`config.mk`:
```
export PLATFORM = sky130hd
export DESIGN_NAME = rvfi_pc_seq_gen
export DESIGN_NICKNAME = d
export VERILOG_FILES = /design/src/rtl/rvfi_gen_pkg.sv /design/src/rtl/rvfi_gen_lane.sv /design/src/rtl/rvfi_pc_seq_gen.sv
export SDC_FILE = /design/constraint.sdc
export NUM_CORES = 1
export LEC_CHECK = 0
export ABC_AREA = 1
export ABC_CLOCK_PERIOD_IN_PS = 11700
export BUFFER_PORTS_ARGS = -buffer_cell sky130_fd_sc_hd__buf_2
export CAP_MARGIN = 10
export CORE_MARGIN = 3
export CORE_UTILIZATION = 60
export CTS_CLUSTER_SIZE = 14
export DETAILED_ROUTE_END_ITERATION = 7
export GPL_ROUTABILITY_DRIVEN = 0
export PLACE_DENSITY_LB_ADDON = 0.2
export RECOVER_POWER = 25
export SKIP_CTS_REPAIR_TIMING = 1
export SYNTH_ARGS = -nofsm -noshare
export SYNTH_HDL_FRONTEND = slang
export SYNTH_SLANG_ARGS = --single-unit
```
`constraint.sdc`:
```
create_clock -name clock -period 11.7 [get_ports clock]
set_input_delay 1.17 -clock clock [delete_from_list [all_inputs] [get_ports clock]]
set_output_delay 1.17 -clock clock [all_outputs]
set_load 0.1 [all_outputs]
```
`src/rtl/rvfi_gen_pkg.sv`:
```
// Shared types and constants for the RVFI PC/order retirement-stream generator.
package rvfi_gen_pkg;

    typedef enum logic [1:0] {
        IDLE = 2'd0,
        RUN  = 2'd1,
        HALT = 2'd2
    } state_e;

    typedef enum logic [1:0] {
        F_NONE  = 2'd0,
        F_PCGAP = 2'd1,
        F_SKIP  = 2'd2,
        F_DUP   = 2'd3
    } fault_e;

    localparam int unsigned STEP_SHORT = 32'd2;
    localparam int unsigned STEP_FULL  = 32'd4;
    localparam int unsigned STEP_GAP   = 32'd8;

endpackage

```
`src/rtl/rvfi_gen_lane.sv`:
```
// One retirement lane: turns an incoming PC into pc_rdata/pc_wdata, applying the
// sequential step or an aligned redirect target.
module rvfi_gen_lane
    import rvfi_gen_pkg::*;
#(
    parameter int unsigned XLEN       = 32,
    parameter int unsigned COMPRESSED = 0
) (
    input  logic [XLEN-1:0] i_pc_in,
    input  logic            i_short_step,
    input  logic            i_jump,
    input  logic [XLEN-1:0] i_jump_target,
    output logic [XLEN-1:0] o_pc_rdata,
    output logic [XLEN-1:0] o_pc_wdata
);

    // Without compressed support, targets are forced to 4-byte alignment.
    localparam logic [XLEN-1:0] ALIGN_MASK = {{(XLEN-2){1'b1}}, (COMPRESSED != 0), 1'b0};

    // Next-PC selection: redirect wins over the sequential step.
    always_comb begin
        o_pc_rdata = i_pc_in;
        if (i_jump) begin
            o_pc_wdata = i_jump_target & ALIGN_MASK;
        end else if ((COMPRESSED != 0) && i_short_step) begin
            o_pc_wdata = i_pc_in + XLEN'(STEP_SHORT);
        end else begin
            o_pc_wdata = i_pc_in + XLEN'(STEP_FULL);
        end
    end

endmodule

```
`src/rtl/rvfi_pc_seq_gen.sv`:
```
// RVFI PC/order retirement-stream generator: up to NRET in-order retirements per
// cycle with a consistent PC chain and one-shot fault injection, standing in for a core.
module rvfi_pc_seq_gen
    import rvfi_gen_pkg::*;
#(
    parameter int unsigned     XLEN       = 32,
    parameter int unsigned     NRET       = 2,
    parameter logic [XLEN-1:0] RESET_PC   = '0,
    parameter int unsigned     MAX_INSN   = 64,
    parameter int unsigned     COMPRESSED = 0
) (
    input  logic                       clock,
    input  logic                       resetn,
    input  logic                       start,
    input  logic                       stall,
    input  logic [$clog2(NRET+1)-1:0]  lanes_req,
    input  logic [NRET-1:0]            short_step,
    input  logic                       jump_req,
    input  logic [XLEN-1:0]            jump_target,
    input  logic [1:0]                 fault_sel,
    input  logic                       fault_arm,
    output logic [NRET-1:0]            rvfi_valid,
    output logic [64*NRET-1:0]         rvfi_order,
    output logic [XLEN*NRET-1:0]       rvfi_pc_rdata,
    output logic [XLEN*NRET-1:0]       rvfi_pc_wdata,
    output logic [NRET-1:0]            rvfi_halt,
    output logic                       done
);

    localparam logic [31:0] MAX_CNT    = 32'(MAX_INSN);
    localparam logic [63:0] HALT_ORDER = 64'(MAX_INSN) - 64'd1;

    state_e                r_state, w_state_nxt;
    fault_e                r_fault, w_fault_nxt;
    logic [XLEN-1:0]       r_pc, w_pc_nxt, w_pc_base, w_pc_last;
    logic [63:0]           r_order, w_order_nxt, w_lane_order;
    logic [31:0]           r_count, w_count_nxt, w_remain, w_req, w_k;
    logic                  w_emit;
    logic [XLEN*NRET-1:0]  w_rdata_all, w_wdata_all;
    logic [NRET-1:0]       r_valid, w_valid_nxt, r_halt, w_halt_nxt;
    logic [64*NRET-1:0]    r_order_out, w_order_out_nxt;
    logic [XLEN*NRET-1:0]  r_rdata, w_rdata_nxt, r_wdata, w_wdata_nxt;
    logic                  r_done;

    // Group size: request clamped to the lane count and to the remaining budget.
    always_comb begin
        w_remain  = MAX_CNT - r_count;
        w_req     = (32'(lanes_req) > 32'(NRET)) ? 32'(NRET) : 32'(lanes_req);
        w_k       = (w_req > w_remain) ? w_remain : w_req;
        w_emit    = (r_state == RUN) && !stall && (w_k != 32'd0);
        w_pc_base = (r_fault == F_PCGAP) ? (r_pc + XLEN'(STEP_GAP)) : r_pc;
    end

    for (genvar i = 0; i < NRET; i++) begin : g_lane
        logic [XLEN-1:0] w_pc_in, w_rd, w_wd;
        logic            w_jump;
        if (i == 0) begin : g_head
            assign w_pc_in = w_pc_base;
        end else begin : g_link
            assign w_pc_in = g_lane[i-1].w_wd;
        end
        assign w_jump = jump_req && ((32'(i) + 32'd1) == w_k);
        rvfi_gen_lane #(.XLEN(XLEN), .COMPRESSED(COMPRESSED)) u_lane (
            .i_pc_in       (w_pc_in),
            .i_short_step  (short_step[i]),
            .i_jump        (w_jump),
            .i_jump_target (jump_target),
            .o_pc_rdata    (w_rd),
            .o_pc_wdata    (w_wd)
        );
        assign w_rdata_all[i*XLEN +: XLEN] = w_rd;
        assign w_wdata_all[i*XLEN +: XLEN] = w_wd;
    end

    // Per-lane output fields; lanes past the group size stay zero.
    always_comb begin
        w_valid_nxt     = '0;
        w_halt_nxt      = '0;
        w_order_out_nxt = '0;
        w_rdata_nxt     = '0;
        w_wdata_nxt     = '0;
        w_pc_last       = r_pc;
        w_lane_order    = 64'd0;
        for (int i = 0; i < NRET; i++) begin
            w_lane_order = r_order + 64'(i) + ((r_fault == F_SKIP) ? 64'd1 : 64'd0);
            w_lane_order = ((i == 0) && (r_fault == F_DUP)) ? (r_order - 64'd1) : w_lane_order;
            if (w_emit && (32'(i) < w_k)) begin
                w_valid_nxt[i]                = 1'b1;
                w_halt_nxt[i]                 = (w_lane_order == HALT_ORDER);
                w_order_out_nxt[i*64 +: 64]   = w_lane_order;
                w_rdata_nxt[i*XLEN +: XLEN]   = w_rdata_all[i*XLEN +: XLEN];
                w_wdata_nxt[i*XLEN +: XLEN]   = w_wdata_all[i*XLEN +: XLEN];
                w_pc_last                     = w_wdata_all[i*XLEN +: XLEN];
            end else begin
                w_valid_nxt[i] = 1'b0;
            end
        end
    end

    // FSM next state plus PC/order/count/fault bookkeeping.
    always_comb begin
        w_state_nxt = r_state;
        w_pc_nxt    = r_pc;
        w_order_nxt = r_order;
        w_count_nxt = r_count;
        w_fault_nxt = r_fault;
        case (r_state)
            IDLE:    w_state_nxt = start ? RUN : IDLE;
            RUN:     w_state_nxt = (w_emit && ((r_count + w_k) == MAX_CNT)) ? HALT : RUN;
            HALT:    w_state_nxt = HALT;
            default: w_state_nxt = IDLE;
        endcase
        if (w_emit) begin
            w_pc_nxt    = w_pc_last;
            w_order_nxt = r_order + 64'(w_k)
                        + ((r_fault == F_SKIP) ? 64'd1 : 64'd0)
                        - ((r_fault == F_DUP)  ? 64'd1 : 64'd0);
            w_count_nxt = r_count + w_k;
        end else begin
            w_pc_nxt = r_pc;
        end
        // A new arm taken alongside an emission targets the following group.
        if (fault_arm) begin
            w_fault_nxt = fault_e'(fault_sel);
        end else if (w_emit) begin
            w_fault_nxt = F_NONE;
        end else begin
            w_fault_nxt = r_fault;
        end
    end

    // State and output registers with synchronous active-low reset.
    always_ff @(posedge clock) begin
        if (!resetn) begin
            r_state     <= IDLE;
            r_fault     <= F_NONE;
            r_pc        <= RESET_PC;
            r_order     <= 64'd0;
            r_count     <= 32'd0;
            r_valid     <= '0;
            r_halt      <= '0;
            r_order_out <= '0;
            r_rdata     <= '0;
            r_wdata     <= '0;
            r_done      <= 1'b0;
        end else begin
            r_state     <= w_state_nxt;
            r_fault     <= w_fault_nxt;
            r_pc        <= w_pc_nxt;
            r_order     <= w_order_nxt;
            r_count     <= w_count_nxt;
            r_valid     <= w_valid_nxt;
            r_halt      <= w_halt_nxt;
            r_order_out <= w_order_out_nxt;
            r_rdata     <= w_rdata_nxt;
            r_wdata     <= w_wdata_nxt;
            r_done      <= (w_state_nxt == HALT);
        end
    end

    assign rvfi_valid    = r_valid;
    assign rvfi_order    = r_order_out;
    assign rvfi_pc_rdata = r_rdata;
    assign rvfi_pc_wdata = r_wdata;
    assign rvfi_halt     = r_halt;
    assign done          = r_done;

endmodule

```
==> impl_metrics.toml <==
[final_layout]
layout-drive-gt1-share_pct = 6.93
final_nets = 5075
n_fill_cell = 4274
synthToLayoutAreaGrowth_pct = 11.4

[run_status]
violations = "DRC"
status = "complete, but fails checks"

[placed_design]
port_buffers = 300
place.detailed.hpwl_um = 69300
pre_cts_ws_ps = 4600

[floorplan]
start_util_pct = 61.3
io_pins = 305
die_area_mm2 = 0.0506
core_area_mm2 = 0.0470
placementRows = 79
die_x_um = 225
fp.dieH_um = 225

[worst_setup_path]
regToRegStartpoint = "r_count[0]"
startpoint_type = "flip-flop"
crit_top_cell = "nand2_1"
rr_worst_depth = 40
crit_fanout = 37
worstReg2RegEnd = "r_order[62]"
endpoint_kind = "flip-flop"
critPathRequiredTime_ps = 12140
critical_path_arrival_ps = 7190
path_class = "flip-flop to flip-flop"
rrSetupSlack_ps = 4950
critical_path.slowest_cell = "fa_1"
critPathMaxStageDelay_ps = 430

[yosys]
syn-cell-area_mm2 = 0.0288
syn_area_per_cell_um2 = 6.37
synth-seq-cells = 393
yosysTopAreaCell = "dfxtp_1"
ys_types = 62
synth_cells = 4516
synth_flop_cell = "dfxtp_1"
yosys_warnings = 0
synth_top_area_share_pct = 27.3
ys_seq_area_share_pct = 27.3
synth_edf_count = 0
synthArstFlopShare_pct = 0
ys_top_cells_by_area = "dfxtp_1 27%, nand2_1 12%, ha_1 9.2%"

[sta]
setup_viol = 0
slew_headroom_pct = 20.2
finClkSkew_ps = 30.3
fin_crit_ps = 6750
fin_ws_ps = 4950
fmax_ghz = 0.148
worst_pin_slew_ps = 1200
finalMaxSlewViolations = 0
finalHoldViolations = 0
rsz0062_at_grt = "no"
setup_tns_ps = 0
period_share_pct = 57.7

[clock_network]
cts.sinks = 393
cts_root_buffer = "clkbuf_16"
clkTransAtPathRegs_ps = 70
h-tree-depth = 2
cts_tree = "yes"
clock_path_buffers = 3
cts-buffers-inserted = 42
clk_latency_ps = 590

[grt]
gr-total-overflow = 0
antenna_found_initial = 3
grt_max_degree = 104
grt_pass1_wl_um = 142000
grt_use_total_pct = 34.3
grt_pass1_vias = 28400

[detailed_routing]
viasPerCell = 5.60
vias = 30600
drt-pass1-iter-count = 8
drtAntennaViolNets = 0
first_iter_violations = 2686
wire_per_inst_um = 16.5
drt_wl_total_um = 90000
drc = 11

[pwr]
p_per_area_mw_per_mm2 = 132
leakage_nw = 15.8
ir_drop_mv = 0.130

[min_path]
whs_endpoint = "rvfi_pc_rdata[1]"
min-delay-start = "r_pc[1]"
hp-class = "flip-flop to flip-flop"
hold_depth = 2

[run]
cap_violations = 0
final cells by class:
cell class                      count  area [um2]  share of cell area [%]
Multi-Input combinational cell   3388       18100                    56.3
Timing Repair Buffer              312        1390                    4.33
Antenna cell                        1        2.50                 0.00780
Clock inverter                     27         318                   0.991
Clock buffer                       51        1120                    3.51
Sequential cell                   393        7870                    24.5
Inverter                          678        2550                    7.95
Tap cell                          607         759                    2.37
Yosys cell counts, drive strengths merged (2+ instances only):
library cell	number
ha	212
nand4	115
a211oi	3
nand3b	12
nand3	227
fa	4
a31o	2
buf	40
and3	4
a22oi	8
inv	677
dfxtp	393
o21a	17
o211ai	10
conb	2
nor3	74
nor4	23
a31oi	51
clkbuf	60
or2	2
nor2	741
o221ai	7
o31ai	3
a221oi	3
o21bai	7
a21oi	357
o2111ai	2
xor2	148
o21ai	271
a21boi	3
nand2	959
xnor2	53
a21o	11
and2	4
report_power, final:
group | internal, mW | switching [mW]
combinational | 0.439 | 0.963
sequential | 1.37 | 0.0485
clock | 0.807 | 0.588
cells in the final DEF (no fill, tap or decap), types with 7 or more instances in the layout:
cell         n
a21o_1      11
a21oi_1    353
a22oi_1      8
a31oi_1     51
buf_2      137
buf_4       12
clkbuf_1   168
clkbuf_16   42
clkinv_2    10
conb_1      45
dfxtp_1    393
ha_1       212
inv_1      660
inv_2       14
nand2_1    926
nand2_2     29
nand3_1    221
nand3b_1    12
nand4_1    115
nor2_1     701
nor2_2      30
nor2_4      10
nor3_1      72
nor4_1      23
o211ai_1    10
o21a_1      17
o21ai_0    253
o21ai_1     12
o21bai_1     7
o221ai_1     7
xnor2_1     53
xor2_1     147
through the flow:
step / area [um2] / std cells / util (%) / total power, mW / hold slack, ps
floorplan: 29000 / 4559 / - / 2.51 / 432
global placement: 30800 / 5378 / 65.7 / 2.79 / 439
detailed placement: 30800 / 5378 / 65.7 / 2.81 / 452
CTS: 32300 / 5456 / 68.7 / 4.20 / 462
global route: 32100 / 5456 / 68.3 / 4.44 / 490
finish: 32100 / 5457 / 68.3 / 4.22 / 465
logic make-up (layout without fill, tap and decap cells):
kind of cell    after synthesis  count (layout)  share of synthesized area, %
other cells                   2              46                        0.0261
buf+inv                     778            1068                          10.5
compound gates              762             762                          14.5
simple gates               2164            2164                          32.0
flops                       393             393                          27.3
xor+xnor                    201             201                          6.14
fa+ha+maj                   216             216                          9.49
worst max-delay path by stage:
| stage | end | depth (start not counted) | from |
|---|---|---|---|
| 5_1_grt | r_order[62] | 40 | r_count[0] |
| 6_report | r_order[62] | 40 | r_count[0] |
| 2_1_floorplan | r_order[42] | 38 | lanes_req[1] |
| 4_1_cts | r_order[62] | 40 | r_count[0] |
| 3_5_place_dp | r_order[62] | 39 | lanes_req[1] |
| 3_3_place_gp | r_order[62] | 38 | lanes_req[1] |
flip-flops by register name, summed over array words and instances (netlist names):
name	cells
rvfi_halt	2
rvfi_order	128
r_count	32
r_state	2
done	1
r_order	64
rvfi_pc_wdata	64
rvfi_valid	2
r_fault	2
r_pc	32
rvfi_pc_rdata	64
routing by layer:
metal / up-vias / global-route usage [%] / wire length (um)
li1: 15200 / - / -
met4: 4 / 16.6 / 4660
met3: 286 / 6.24 / 8350
met1: 13600 / 42.7 / 36400
met5: - / 0 / 23
met2: 1458 / 57.6 / 40600
worst max-delay path: cells and delay by family (launching register included):
kind,cells,cell delay [ps]
flip-flops,1,400
AND/OR/NAND/NOR,21,2190
AO/OA/AOI/OAI,8,1540
adder cells (fa/ha/maj),5,1770
buffers and inverters,6,680
(Power assumes the default switching activity.)
